<file path="src/rtl/vga_fb_arb.sv">
// Framebuffer arbiter: display reads own the single-port SRAM during active video,
// and the host gets the port in blanking. Pixel data and syncs leave through a 2-stage pipeline.
module vga_fb_arb #(
  parameter int H_DISPLAY = 640,
  parameter int V_DISPLAY = 480,
  parameter int H_SIZE    = 10,
  parameter int V_SIZE    = 10,
  parameter int ADDR_W    = 19,
  parameter int DATA_W    = 12
) (
  input  logic              pixel_clk,
  input  logic              reset,
  input  logic [H_SIZE-1:0] vga_hc,
  input  logic [V_SIZE-1:0] vga_vc,
  input  logic              vga_hsync_in,
  input  logic              vga_vsync_in,
  input  logic              vga_on_in,
  input  logic              host_valid,
  output logic              host_ready,
  input  logic              host_we,
  input  logic [ADDR_W-1:0] host_addr,
  input  logic [DATA_W-1:0] host_wdata,
  output logic              host_rvalid,
  output logic [DATA_W-1:0] host_rdata,
  output logic [ADDR_W-1:0] mem_addr,
  output logic              mem_we,
  output logic [DATA_W-1:0] mem_wdata,
  input  logic [DATA_W-1:0] mem_rdata,
  output logic [DATA_W-1:0] vga_rgb,
  output logic              vga_hsync,
  output logic              vga_vsync,
  output logic              vga_on,
  output logic              frame_start
);

  localparam logic [ADDR_W-1:0] FB_LAST = ADDR_W'(H_DISPLAY * V_DISPLAY - 1);
  localparam logic [V_SIZE-1:0] V_LIMIT = V_SIZE'(V_DISPLAY);

  typedef enum logic [1:0] {TAG_NONE, TAG_DISP, TAG_HOST_RD} tag_t;

  tag_t              tag_p1, tag_nxt;
  logic              hsync_p1, vsync_p1, on_p1, first_p1;
  logic [ADDR_W-1:0] fb_addr;
  logic              host_xfer;

  // The address counter stops at the last pixel instead of wrapping inside a frame.
  function automatic logic [ADDR_W-1:0] fb_next(input logic [ADDR_W-1:0] a);
    return (a == FB_LAST) ? a : a + 1'b1;
  endfunction

  assign host_ready = ~vga_on_in & ~reset;
  assign host_xfer  = host_valid & host_ready;

  always_comb begin
    mem_addr  = fb_addr;
    mem_we    = 1'b0;
    mem_wdata = '0;
    if (host_xfer) begin
      mem_addr  = host_addr;
      mem_we    = host_we;
      mem_wdata = host_wdata;
    end
  end

  always_comb begin
    tag_nxt = TAG_NONE;
    if (vga_on_in)
      tag_nxt = TAG_DISP;
    else if (host_xfer && !host_we)
      tag_nxt = TAG_HOST_RD;
  end

  always_ff @(posedge pixel_clk or posedge reset) begin
    if (reset)
      fb_addr <= '0;
    else if (vga_vc >= V_LIMIT)
      fb_addr <= '0;
    else if (vga_on_in)
      fb_addr <= fb_next(fb_addr);
  end

  // Stage p1: SRAM read in flight; source tag and syncs travel with it.
  always_ff @(posedge pixel_clk or posedge reset) begin
    if (reset) begin
      tag_p1   <= TAG_NONE;
      hsync_p1 <= 1'b1;
      vsync_p1 <= 1'b1;
      on_p1    <= 1'b0;
      first_p1 <= 1'b0;
    end else begin
      tag_p1   <= tag_nxt;
      hsync_p1 <= vga_hsync_in;
      vsync_p1 <= vga_vsync_in;
      on_p1    <= vga_on_in;
      first_p1 <= vga_on_in && (vga_hc == '0) && (vga_vc == '0);
    end
  end

  // Stage p2: SRAM data captured and steered to the display or the host.
  always_ff @(posedge pixel_clk or posedge reset) begin
    if (reset) begin
      vga_rgb     <= '0;
      vga_hsync   <= 1'b1;
      vga_vsync   <= 1'b1;
      vga_on      <= 1'b0;
      frame_start <= 1'b0;
      host_rvalid <= 1'b0;
      host_rdata  <= '0;
    end else begin
      vga_rgb     <= (tag_p1 == TAG_DISP) ? mem_rdata : '0;
      vga_hsync   <= hsync_p1;
      vga_vsync   <= vsync_p1;
      vga_on      <= on_p1;
      frame_start <= first_p1 & ~vga_on;
      host_rvalid <= (tag_p1 == TAG_HOST_RD);
      if (tag_p1 == TAG_HOST_RD)
        host_rdata <= mem_rdata;
    end
  end

endmodule

</file>
<file path="config.mk">
export PLATFORM = sky130hd
export DESIGN_NAME = vga_fb_arb
export DESIGN_NICKNAME = d
export VERILOG_FILES = /design/src/rtl/vga_fb_arb.sv
export SDC_FILE = /design/constraint.sdc
export NUM_CORES = 1
export LEC_CHECK = 0
export ABC_CLOCK_PERIOD_IN_PS = 4100
export BUFFER_PORTS_ARGS = -buffer_cell sky130_fd_sc_hd__clkbuf_2
export CORE_MARGIN = 4
export CORE_UTILIZATION = 30
export CTS_CLUSTER_SIZE = 25
export DETAILED_ROUTE_END_ITERATION = 8
export GPL_TIMING_DRIVEN = 0
export PLACE_DENSITY_LB_ADDON = 0.08
export SYNTH_ARGS = -nofsm -noshare
export SYNTH_HDL_FRONTEND = slang
export SYNTH_SLANG_ARGS = --single-unit
</file>
<file path="constraint.sdc">
create_clock -name pixel_clk -period 4.1 [get_ports pixel_clk]
set_clock_uncertainty 0.15 [all_clocks]
set_input_delay 0.41 -clock pixel_clk [delete_from_list [all_inputs] [get_ports pixel_clk]]
set_output_delay 0.41 -clock pixel_clk [all_outputs]
set_load 0.005 [all_outputs]
</file>
==> metrics.md <==
| Metric | Value |
|---|---|
| Max-slew headroom | a little under a quarter |
| Die Wd | 103 um |
| EDFF count, synth | 0 |
| Root Buffer | clkbuf_8 |
| Deepest clock path buffer count | 2 |
| Hpwl dp | 5.94 mm |
| Most frequent CP cell | clkbuf_2 |
| Pre-CTS WS | 1.32 ns |
| Tcrit/Tclk final | roughly three quarters |
| CP cell instances | dlygate4sd3_1 -> clkbuf_2 -> nor2_1 -> and2_1 -> clkbuf_1 -> buf_2 -> mux2_2 -> clkbuf_2 |
| CTS tree | done |
| Switch Pwr | between 0.2 and 0.3 mW |
| Largest fanout on the critical path | 10 |
| LEAKAGE | around 1.9 nW |
| Worst Path Arrival | 2.55 ns |
| Clk_lat worst skew | 0.31 ns |
| Critical-path top delay cell | dlygate4sd3_1 |
| Max-slew violations | 0 |
| CORE AREA | slightly below 0.009 mm^2 |
| Mapped Cells | 250 |
| Commonest cells post-synth | dfrtp_1, mux2_2, nand2_1 |
| Synthesized Nets | 322 |
| DRT Pass-1 Iters | 4 |
| Fillers | 882 |
| H-tree Lvls | 2 |
| Die Y | roughly 100 um |
| Final min period | 3.11 ns |
| Reg2reg path depth | 5 |
| Buf+Inv Stages, Crit Path | 5 |
| Crit path capture type | output port |
| Clk pwr share | about 29% |
| ANT nets after route | 0 |
| Layout Utilization | between 40% and 50% |
| Switch share | a little over a quarter |
| RSZ-0062 raised after global routing | false |
| R2R setup slack | 2.07 ns |
| Worst Setup EP | mem_addr[10] |
| Worst EP required | 3.54 ns |
| Netlist cell types | 36 |
| GPL Wtd Cong | 0.768 |
| CTS Sinks | between 50 and 60 |
| Final hold viol count | 0 |
| Initial antenna violation count | 0 |
| Run status | completed |
| Worst-path clk slew | 0.10 ns |
| Vias in the first global route | around 2,300 |
| Total Wirelength | between 7 and 8 mm |
| Count leader, synth | dfrtp_1 |
| DR iter-0 viols | 70 |
| R2r endpoint | fb_addr[14] |
| Async SR Flop Fraction | 100% |
| RR Startpoint | fb_addr[0] |
| Final setup violation count | 0 |
| CP Launch Point | reset |
| Ratio of cells with drive above 1 in the final layout | 47.3% |
| Vias | 2,405 |
| Syn Std Cell Area | 0.00270 mm^2 |
| HP Class | in -> reg |
| Final WS setup | 0.991 ns |
| Logic gate share of total power | 16.3% |
| DRC Markers | 0 |
| Worst-Margin Slew | about 1.1 ns |
| Crit Path Class | in -> out |
| Delay-heaviest family, CP | buffers and inverters |
| Max incr delay on CP | 0.54 ns |
| Gr usage total | 14.4% |
| Largest net degree at the start of global routing | 33 |
| Layout area overhead | 34.0% |
| Ys flop type | dfrtp_1 |
| Reg power frac | 54.2% |
| Yosys Warn Count | 0 |
| Pwr Density | 297 mW/mm^2 |
| Grt ovf | 0 |
| Total negative slack | 0 ns |
| Seq cells post-synth | 53 |
| Max Fclk | 0.322 GHz |
| Routed wire per std cell | about 15 um |
| Global-route wire length before repair | 12.0 mm |
| Core Rows | 34 |
| Diode count | 0 |
| I/O Pins | 132 |
| Register area share after synthesis | 49.4% |
| Max-cap violations | 0 |
| Buffer count from post-CTS setup fixing | 0 |
| Post-synthesis area per instance | 10.8 um^2 |
| CTS Buf Count | 5 |
| Routed vias/inst | 4.82 |
| Starting Density | 30.9% |
| Number of cells on the critical path | 8 |
| Maximum VDD drop | ~0.15 mV |
| Layout Nets | 462 |
| Die area | 0.0106 mm^2 |
| Hold wc startpoint | vga_hsync_in |
| Top-area cell type share of the netlist area | 45.5% |
| Port Buffers | 131 |
| Most area-consuming cells after synthesis | dfrtp_1, mux2_2, mux2i_1 |
| Dominant cell type by area after synthesis | dfrtp_1 |
| Cell internal pwr | around 0.8 mW |
| CP Launch Type | input port |
[worst reg2reg max path, delay by kind of cell, from the launching register on]
family / cells / cell delay (ns)
flip-flops: 1 / 0.45
multiplexers: 1 / 0.14
adder cells (fa/ha/maj): 1 / 0.25
AND/OR/NAND/NOR: 3 / 0.94
[routing by layer]
metal / vias to the layer above / share of wire [%] / wire length (um) / GRT usage (%)
li1: 1180 / - / - / -
met1: 1154 / 44 / 3310 / 19.6
met2: 65 / 48 / 3610 / 24.1
met3: 6 / 7.1 / 531 / 3.18
met4: 0 / 0.69 / 52 / 2.39
met5: - / 0 / 0 / 0
[cell families after synthesis]
kind of cell / after synthesis / synth area share, %
buf+inv: 18 / 3.29
compound gates: 20 / 4.96
simple gates: 114 / 24.1
mux: 43 / 17.3
flops: 53 / 49.4
fa+ha+maj: 2 / 0.928
[sequential cells by signal (all words and copies together) (netlist names)]
| name | cells |
|---|---|
| hsync_p1 | 1 |
| host_rvalid | 1 |
| first_p1 | 1 |
| vga_rgb | 12 |
| tag_p1 | 2 |
| frame_start | 1 |
| vsync_p1 | 1 |
| vga_on | 1 |
| host_rdata | 12 |
| vga_hsync | 1 |
| vga_vsync | 1 |
| fb_addr | 19 |
[stage by stage]
stage	instance area (um^2)	std cells	hold WS [ns]	power [mW]
final	3610	499	0.0212	1.07
after global placement	3490	489	0.196	0.764
after floorplan	2700	250	0.195	0.666
after CTS	3610	499	0.0139	1.09
after detailed placement	3510	490	0.197	0.772
after global routing	3610	499	0.00269	1.13
[worst min path at each step]
stage / endpoint / slack (ns) / cells past startpoint
floorplan: vga_hsync / 0.20 / 0
CTS: hsync_p1 / 0.01 / 1
global placement: vga_vsync / 0.20 / 0
detailed placement: vga_vsync / 0.20 / 0
global route: hsync_p1 / 0.003 / 1
finish: hsync_p1 / 0.02 / 1
[placed cells by master (no fill, tap or decap), types with 5 or more instances in the layout]
cell      instances
nor4_1            6
nand2b_1         12
and3_1           15
nand3_1           8
clkbuf_2        132
clkbuf_8          5
dfrtp_1          49
mux2i_1          14
mux2_2           29
nand2_1          26
and2_1           17
nor3_1            5
nand4_1           7
[final cells by class]
type / count / area, um^2 / area share, %
Sequential cell: 53 / 1330 / 36.9
Multi-Input combinational cell: 179 / 1280 / 35.3
Timing Repair Buffer: 133 / 686 / 19.0
Tap cell: 108 / 135 / 3.74
Buffer: 13 / 70.1 / 1.94
Clock buffer: 5 / 68.8 / 1.91
Clock inverter: 3 / 26.3 / 0.727
Inverter: 5 / 18.8 / 0.520
[power by group through the flow]
stage / clock (mW) / combinational [mW] / sequential (mW)
2_1_floorplan: 0 / 0.0725 / 0.594
3_3_place_gp: 0 / 0.172 / 0.592
3_5_place_dp: 0 / 0.179 / 0.593
4_1_cts: 0.330 / 0.180 / 0.582
5_1_grt: 0.347 / 0.199 / 0.586
6_report: 0.315 / 0.175 / 0.581
[what timing repair did]
item,4_1_cts,5_1_grt
hold buffers,1,0
endpoints found under the hold margin,17,0
resized for setup,0,0
Power figures use the tool's default switching activity.
